<file path="src/rtl/fifo_pkg.sv">
// Shared defaults for the single-clock FIFO slice.
package fifo_pkg;

    localparam int DATA_LEN_DEF = 32;
    localparam int ADDR_LEN_DEF = 4;
    localparam int DEPTH        = 32'd1 << ADDR_LEN_DEF;

endpackage

</file>
<file path="src/rtl/fifo_mem.sv">
// FIFO storage: register array with a synchronous write port and a registered read port.
module fifo_mem
    import fifo_pkg::*;
#(
    parameter int DATA_LEN = DATA_LEN_DEF,
    parameter int ADDR_LEN = ADDR_LEN_DEF
) (
    input  logic                clk,
    input  logic                rst_n,
    input  logic                wr_en,
    input  logic [ADDR_LEN-1:0] wr_addr,
    input  logic [DATA_LEN-1:0] wr_data,
    input  logic                rd_en,
    input  logic [ADDR_LEN-1:0] rd_addr,
    output logic [DATA_LEN-1:0] rd_data
);

    localparam int MEM_DEPTH = 32'd1 << ADDR_LEN;

    logic [DATA_LEN-1:0] mem_r [MEM_DEPTH];
    logic [DATA_LEN-1:0] rd_data_r;

    // Storage array; contents intentionally survive reset.
    always_ff @(posedge clk) begin
        if (wr_en) begin
            mem_r[wr_addr] <= wr_data;
        end
    end

    // Read register: holds the last word read until the next accepted read.
    always_ff @(posedge clk or negedge rst_n) begin
        if (!rst_n) begin
            rd_data_r <= {DATA_LEN{1'b0}};
        end else if (rd_en) begin
            rd_data_r <= mem_r[rd_addr];
        end else begin
            rd_data_r <= rd_data_r;
        end
    end

    assign rd_data = rd_data_r;

endmodule

</file>
<file path="src/rtl/sync_fifo_wrapper.sv">
// Single-clock FIFO: wrap-bit pointers with registered full/empty flags and 1-cycle read latency.
module sync_fifo_wrapper
    import fifo_pkg::*;
#(
    parameter int DATA_LEN = DATA_LEN_DEF,
    parameter int ADDR_LEN = ADDR_LEN_DEF
) (
    input  logic                clk,
    input  logic                rst_n,
    input  logic                write_en,
    input  logic                read_en,
    input  logic [DATA_LEN-1:0] wdata_i,
    output logic [DATA_LEN-1:0] rdata_o,
    output logic                rempty_o,
    output logic                wfull_o
);

    localparam int                 PTR_LEN = ADDR_LEN + 1;
    localparam logic [PTR_LEN-1:0] PTR_ONE = {{ADDR_LEN{1'b0}}, 1'b1};

    logic [PTR_LEN-1:0] wptr_r;
    logic [PTR_LEN-1:0] rptr_r;
    logic [PTR_LEN-1:0] wptr_next_s;
    logic [PTR_LEN-1:0] rptr_next_s;
    logic               wr_accept_s;
    logic               rd_accept_s;
    logic               empty_next_s;
    logic               full_next_s;
    logic               rempty_r;
    logic               wfull_r;

    // Request gating against the registered flags and next-pointer/flag computation.
    always_comb begin
        wr_accept_s  = 1'b0;
        rd_accept_s  = 1'b0;
        wptr_next_s  = wptr_r;
        rptr_next_s  = rptr_r;
        empty_next_s = 1'b1;
        full_next_s  = 1'b0;

        wr_accept_s = write_en & ~wfull_r;
        rd_accept_s = read_en & ~rempty_r;

        if (wr_accept_s) begin
            wptr_next_s = wptr_r + PTR_ONE;
        end else begin
            wptr_next_s = wptr_r;
        end

        if (rd_accept_s) begin
            rptr_next_s = rptr_r + PTR_ONE;
        end else begin
            rptr_next_s = rptr_r;
        end

        // Same address with opposite wrap bits means a full lap ahead.
        empty_next_s = (wptr_next_s == rptr_next_s);
        full_next_s  = (wptr_next_s[ADDR_LEN] != rptr_next_s[ADDR_LEN]) &&
                       (wptr_next_s[ADDR_LEN-1:0] == rptr_next_s[ADDR_LEN-1:0]);
    end

    // Pointer and flag registers.
    always_ff @(posedge clk or negedge rst_n) begin
        if (!rst_n) begin
            wptr_r   <= {PTR_LEN{1'b0}};
            rptr_r   <= {PTR_LEN{1'b0}};
            rempty_r <= 1'b1;
            wfull_r  <= 1'b0;
        end else begin
            wptr_r   <= wptr_next_s;
            rptr_r   <= rptr_next_s;
            rempty_r <= empty_next_s;
            wfull_r  <= full_next_s;
        end
    end

    fifo_mem #(
        .DATA_LEN (DATA_LEN),
        .ADDR_LEN (ADDR_LEN)
    ) u_mem (
        .clk     (clk),
        .rst_n   (rst_n),
        .wr_en   (wr_accept_s),
        .wr_addr (wptr_r[ADDR_LEN-1:0]),
        .wr_data (wdata_i),
        .rd_en   (rd_accept_s),
        .rd_addr (rptr_r[ADDR_LEN-1:0]),
        .rd_data (rdata_o)
    );

    assign rempty_o = rempty_r;
    assign wfull_o  = wfull_r;

endmodule

</file>
<file path="config.mk">
export PLATFORM = sky130hd
export DESIGN_NAME = sync_fifo_wrapper
export DESIGN_NICKNAME = d
export VERILOG_FILES = /design/src/rtl/fifo_pkg.sv /design/src/rtl/fifo_mem.sv /design/src/rtl/sync_fifo_wrapper.sv
export SDC_FILE = /design/constraint.sdc
export NUM_CORES = 1
export LEC_CHECK = 0
export BUFFER_PORTS_ARGS = -buffer_cell sky130_fd_sc_hd__clkbuf_2
export CAP_MARGIN = 10
export CORE_UTILIZATION = 45
export DETAILED_ROUTE_END_ITERATION = 10
export GPL_ROUTABILITY_DRIVEN = 0
export GPL_TIMING_DRIVEN = 0
export PLACE_DENSITY = 0.63
export SYNTH_ARGS = -nofsm -noshare
export SYNTH_HDL_FRONTEND = slang
export SYNTH_HIERARCHICAL = 1
export SYNTH_SLANG_ARGS = --single-unit
</file>
<file path="constraint.sdc">
create_clock -name clk -period 4.7 [get_ports clk]
set_input_delay 0.235 -clock clk [delete_from_list [all_inputs] [get_ports clk]]
set_output_delay 0.235 -clock clk [all_outputs]
set_load 0.02 [all_outputs]
</file>
==> flow_summary.json, run 1 <==
{
  "status": "finished with violations",
  "failed_checks": "DRC",
  "synth-compound-area-share_pct": 3.213,
  "via_per_inst": 5.775,
  "drtPass1Iterations": 8,
  "grt_pass1_wl_um": 69570,
  "synth_mux_area_share_pct": 15.26,
  "synth_top_family_by_area": "multiplexers",
  "fmax_mhz": 368.9,
  "cts_tree": "built",
  "worstMarginPinSlew_ns": 1.085,
  "nets": 1111,
  "p_per_area_mw_per_mm2": 618.9,
  "p_seq_share_pct": 41.5,
  "rsz0062_at_grt": "false",
  "ir_drop_uv": 325.9,
  "cp-end-kind": "flip-flop",
  "cts_root_buf": "clkbuf_16",
  "numPortBuffers": 69,
  "slowest_delay_ns": 0.91,
  "synth.distinct_cells": 39,
  "diodes": 0,
  "cts_buffer_depth": 3,
  "cts_setup_buffers": 0,
  "cts.sinks": 556,
  "synth_area_per_cell_um2": 23.26,
  "clk_latency_ns": 0.59,
  "grt_max_degree": 45,
  "relSlewSlack_pct": 27.66,
  "dieArea_mm2": 0.04838,
  "synth_enable_flop_cells": 512,
  "crit_path_top_delay_cell": "nor3_2",
  "die_y_um": 220.0,
  "setup-violations-final": 0,
  "period_minus_slack_ns": 2.711,
  "synthXorXnorAreaFrac_pct": 0.5326,
  "ant_nets": 0,
  "yosys.area_share.simple_pct": 1.604,
  "grt_pass1_vias": 10250,
  "yosysWarnings": 6,
  "syn_nets": 957,
  "dp_slack_ns": 2.052,
  "hold_ws_ns": 0.02592,
  "cp_cell_sequence": "nor2b_4, buf_6, nand3b_1, nor3_2, buf_6, buf_6",
  "cap_viol_max_count": 0,
  "cts_inserted_buffers": 55,
  "antenna_found_initial": 1,
  "timing.rr.start": "wfull_o",
  "hp-start": "wdata_i[29]",
  "drive_gt1_share_pct": 34.14,
  "syn_to_final_growth_pct": 15.74,
  "synthFlopType": "edfxtp_1",
  "path_class": "flip-flop to flip-flop",
  "floorplan.initialDensity_pct": 45.73,
  "path_common_cell": "buf_6",
  "cts-hold-fix-buffers": 1,
  "pwr-share-comb_pct": 31.6,
  "ys_ff_latch": 556,
  "clk_pin_slew_worst_paths_ns": 0.06,
  "start_kind": "flip-flop",
  "required_ns": 4.99,
  "remaining_drc_errors": 6,
  "synthCells": 919,
  "core_area_mm2": 0.04675,
  "hold_violations": 0,
  "synth_area_leader_cell": "edfxtp_1",
  "hpwlAfterDp_um": 29160,
  "drt_iter0_drc": 1061,
  "p_clk_share_pct": 26.9,
  "die_w_um": 220.0,
  "async_flop_share_pct": 7.914,
  "p_leak_nw": 8.095,
  "yosys-top-cells-area": "edfxtp_1, mux4_2, dfrtp_1, a221oi_2, mux2i_1",
  "grt_use_total_pct": 20.38,
  "vias": 9968,
  "synth.cell_area_mm2": 0.02138,
  "switching_share_pct": 30.87,
  "io_pins": 70,
  "hp-class": "input pin to flip-flop",
  "p_sw_mw": 4.727,
  "synthAdderAreaFrac_pct": 0.1170,
  "crit_path_start": "wfull_o",
  "drt-total-wl_um": 47010,
  "row_count": 79,
  "synth_top_area_share_pct": 71.91,
  "p_int_mw": 10.59,
  "htreeDepth": 2,
  "postCtsResizedCells": 0,
  "detail_route.wl_per_cell_um": 27.24,
  "cp_data_arrival_time_ns": 3.00,
  "skew_ns": 0.01164,
  "overflow": 0,
  "synth-seq-area-share_pct": 77.07,
  "fin_crit_sh_pct": 57.68,
  "setup_slack_ns": 1.989,
  "crit_path_max_fanout": 10,
  "slew_violations": 0
}
-- logic make-up after synthesis --
family	after synthesis
AOI/OAI and AO/OA	64
buffers and inverters	53
muxes	162
DFF	556
and+or+nand+nor	69
xor gates and xnor gates	13
adders and majority gates	2
-- registers in the layout, summed over array words and instances, names as in the netlist --
signal,count
rempty_o,1
rptr_r,5
u_mem/rd_data,32
u_mem/mem_r,512
wptr_r,5
wfull_o,1
-- final timing paths --
kind / end / depth (start not counted) / slack, ns
setup / recovery: u_mem/mem_r[4][1] / 6 / 1.99
min in group asynchronous: u_mem/rd_data[27] / 2 / 0.31
hold reg to reg: wptr_r[4] / 1 / 0.49
setup reg to reg: u_mem/mem_r[4][1] / 6 / 1.99
max in group asynchronous: u_mem/rd_data[14] / 2 / 3.83
hold / removal: u_mem/mem_r[14][29] / 1 / 0.03
-- power by group through the flow --
stage               Combinational [mW]  Sequential (mW)  Clock, mW
detailed placement                4.89             6.46          0
CTS                               4.91             6.37       4.21
finish                            4.83             6.36       4.12
floorplan                         3.18             6.56          0
global route                      5.15             6.42       4.39
global placement                  4.63             6.49          0
-- layout make-up --
cell class                 count  area, um2
timing repair buffer          97      800.8
multi-input combinational    310       4542
fill                        3543      22010
clock inverter                16      105.1
tap                          607      759.5
buffer                        52      466.7
sequential                   556      16480
clock buffer                  87       1589
inverter                       1      3.754
-- through the flow --
step | cells | power, mW | util [%] | setup TNS (ns) | cell area, um2
6_report | 1726 | 15.31 | 52.92 | 0 | 24740
5_1_grt | 1726 | 15.96 | 52.92 | 0 | 24740
4_1_cts | 1726 | 15.48 | 52.92 | 0 | 24740
3_5_place_dp | 1622 | 11.35 | 49.28 | 0 | 23040
3_3_place_gp | 1595 | 11.12 | 48.09 | -186.70 | 22480
2_1_floorplan | 919 | 9.738 | - | 0 | 21380
-- synthesized netlist by cell type (2+ instances only) --
library cell / n
dfrtp_1: 43
edfxtp_1: 512
mux2_4: 2
buf_4: 8
mux4_1: 8
o22ai_1: 22
nor3_1: 4
mux2i_1: 32
o22ai_2: 10
a221oi_2: 23
nand2b_1: 3
buf_6: 10
xor2_1: 8
nor2_1: 44
dlygate4sd1_1: 4
a221oi_1: 9
nand4_1: 4
buf_2: 10
xnor2_1: 5
nand3b_1: 4
buf_8: 2
buf_12: 6
mux4_2: 120
clkbuf_1: 10
ha_1: 2
-- worst max-delay path, delay by kind of cell, from the launching register on --
| family | cells | cell delay [ns] |
|---|---|---|
| buf+inv | 3 | 0.60 |
| flops | 1 | 0.47 |
| simple gates | 3 | 1.34 |
-- routing by layer --
metal | vias up | wire length (um) | GRT usage (%)
met2 | 327 | 21860 | 30.78
met4 | 2 | 954 | 5.264
li1 | 4225 | - | -
met5 | - | 11 | 0
met3 | 62 | 3540 | 4.431
met1 | 5352 | 20650 | 30.20
-- cells in the final DEF (no fill, tap or decap), types with 2 or more instances in the layout --
cell type,count
xor2_1,8
xnor2_1,5
nor3_2,5
nand4_1,4
dfrtp_1,43
clkbuf_1,35
buf_16,4
nor2_1,32
nor2_4,12
clkbuf_16,57
ha_1,2
buf_12,14
buf_6,22
clkinv_1,8
buf_4,9
o22ai_1,22
edfxtp_1,512
clkbuf_8,6
clkbuf_2,68
mux4_1,8
o22ai_2,10
clkbuf_4,2
buf_8,4
dlygate4sd1_1,4
mux2i_1,32
clkinv_2,4
buf_2,10
mux4_2,120
nand2b_1,3
a221oi_1,9
mux2_4,2
nand3b_1,4
a221oi_2,23
No activity file was read; power rests on OpenSTA's default activity.
==> run 2: changes to the inputs <==
Settings changed: PLACE_DENSITY 0.63 to 0.65.
Clock period 4.7 ns to 2.2 ns, I/O delays scaled along.
==> run 2 against run 1 <==
Against the previous run: global-route usage is 0.25 points lower; sequential power increased by 110%; the flow still finishes with violations (DRC); cell area is 3.3% higher; clock skew rose by 0.0094 ns; wire length shrank 1.1%; fmax up 26%; combinational power grew 120%; total power is 120% higher; critical path depth shrank 1; critical endpoint is now u_mem/rd_data[29]; clock power rose by 120%; register-to-register slack got worse by 1.9 ns.
==> flow_summary.json, run 2 (synthesis gave the netlist of run 1 again) <==
{
  "grt_pass1_vias": 10520,
  "cp_cell_sequence": "nor2b_1, buf_6, dlygate4sd1_1, clkdlybuf4s15_2, a221oi_2",
  "cts.sinks": 556,
  "diodes": 0,
  "drtPass1Iterations": 8,
  "crit_path_top_delay_cell": "dfstp_2",
  "grt_pass1_wl_um": 69400,
  "drive_gt1_share_pct": 35.90,
  "nets": 1160,
  "power_mw": 33.21,
  "cp_data_arrival_time_ns": 2.63,
  "timing.rr.start": "rempty_o",
  "grt_max_degree": 45,
  "final_common_cell": "edfxtp_1",
  "floorplan.initialDensity_pct": 45.73,
  "dieArea_mm2": 0.04838,
  "stdcell_count": 1774,
  "path_buf_inv": 3,
  "setup-violations-final": 0,
  "cap_viol_max_count": 0,
  "cts_root_buf": "clkbuf_16",
  "cts_buffer_depth": 3,
  "period_minus_slack_ns": 2.143,
  "detail_route.wl_per_cell_um": 26.21,
  "use_met2_pct": 30.84,
  "hp-class": "input pin to async pin",
  "relSlewSlack_pct": 46.56,
  "antenna_found_initial": 1,
  "hpwlAfterDp_um": 28340,
  "cp-end-kind": "flip-flop",
  "ant_nets": 0,
  "syn_to_final_growth_pct": 19.54,
  "numPortBuffers": 69,
  "clk_latency_ns": 0.61,
  "overflow": 0,
  "cts_tree": "built",
  "hold_violations": 0,
  "drt-total-wl_um": 46500,
  "vias": 10190,
  "start_kind": "flip-flop",
  "slew_violations": 0,
  "rsz0062_at_grt": "false",
  "core_area_mm2": 0.04675,
  "io_pins": 70,
  "remaining_drc_errors": 7,
  "row_count": 79,
  "die_y_um": 220.0,
  "p_per_area_mw_per_mm2": 1299,
  "cts_inserted_buffers": 53,
  "path_class": "flip-flop to flip-flop",
  "clk_pin_slew_worst_paths_ns": 0.06,
  "p_leak_nw": 8.451,
  "final_cell_mix": "edfxtp_1, mux4_2, clkbuf_2, clkbuf_16, dfrtp_1",
  "slowest_delay_ns": 0.54,
  "ir_drop_uv": 723.9,
  "htreeDepth": 2,
  "failed_checks": "DRC",
  "met1_usage_pct": 29.65,
  "status": "finished with violations",
  "fin_crit_sh_pct": 97.42,
  "grt_use_total_pct": 20.13,
  "cp_top_family": "buffers and inverters",
  "required_ns": 2.69,
  "crit_path_max_fanout": 10,
  "timing.rr.end": "u_mem/rd_data[29]",
  "regMostFlops": "u_mem/mem_r",
  "ff2ff_path_depth": 5,
  "gr-max-usage-layer": "met2",
  "die_w_um": 220.0,
  "skew_ns": 0.02108,
  "use_met3_pct": 3.602,
  "worstMarginPinSlew_ns": 0.8017,
  "largest_reg_flops": 512,
  "via_per_inst": 5.742,
  "drt_iter0_drc": 1120,
  "fmax_mhz": 466.6,
  "ff2ff_setup_slack_ns": 0.06,
  "place_inst": 1615
}
[run 2: layer usage]
layer  vias to the layer above  share of wire [%]
met5                         -              0.030
met4                         2                2.1
met3                        69                6.8
met2                       369                 47
met1                      5428                 44
li1                       4319                  -
[run 2: worst reg2reg max path, stage by stage (launching register included)]
cell,delay [ns]
dfstp_2,0.54
nor2b_1,0.05
buf_6,0.13
dlygate4sd1_1,0.40
clkdlybuf4s15_2,0.54
a221oi_2,0.37
[run 2: layout make-up]
cell class	count	area [um2]
repair buffers	148	1544
fillers	3481	21200
clock inverters	28	287.8
inverters	1	3.754
well taps	607	759.5
multi-input cells	310	4569
plain buffers	52	484.2
clock buffers	72	1428
flip-flops and latches	556	16480
[run 2: what timing repair did]
item | 4_1_cts | 5_1_grt
hold buffers | 35 | 0
setup endpoints to repair | 385 | 48
resized for setup | 11 | 5
pin swaps | 13 | 2
setup buffers | 20 | 4
endpoints found under the hold margin | 559 | 0
[run 2: where the power goes]
part / switching (mW) / internal (mW) / total (mW)
Clock: 3.84 / 5.16 / 9.00
Combinational: 5.74 / 4.82 / 10.6
Sequential: 0.648 / 13.0 / 13.6
Total: 10.2 / 23.0 / 33.2
[run 2: how the worst max path moves through the flow]
| stage | from | end | slack (ns) | depth (start not counted) |
|---|---|---|---|---|
| final | rempty_o | u_mem/rd_data[29] | 0.06 | 5 |
| after global routing | wfull_o | u_mem/mem_r[4][8] | 0.02 | 6 |
| after CTS | wptr_r[1] | wfull_o | 0.02 | 6 |
| after detailed placement | wfull_o | u_mem/mem_r[0][8] | -0.52 | 6 |
| after global placement | wptr_r[0] | u_mem/mem_r[15][8] | -2.23 | 2 |
| after floorplan | wfull_o | u_mem/mem_r[13][0] | -0.45 | 4 |
[run 2: stage by stage]
stage | cell area (um2) | setup TNS (ns) | worst slack (ns) | utilization (%) | hold slack, ns
4_1_cts | 25510 | 0 | 0.02088 | 54.56 | 0.1690
5_1_grt | 25560 | 0 | 0.01574 | 54.66 | 0.1962
2_1_floorplan | 21420 | -189.99 | -0.4530 | - | -0.1856
3_5_place_dp | 23100 | -56.40 | -0.5249 | 49.41 | 0.2691
3_3_place_gp | 22520 | -907.19 | -2.232 | 48.18 | 0.4533
6_report | 25560 | 0 | 0.05671 | 54.66 | 0.1574
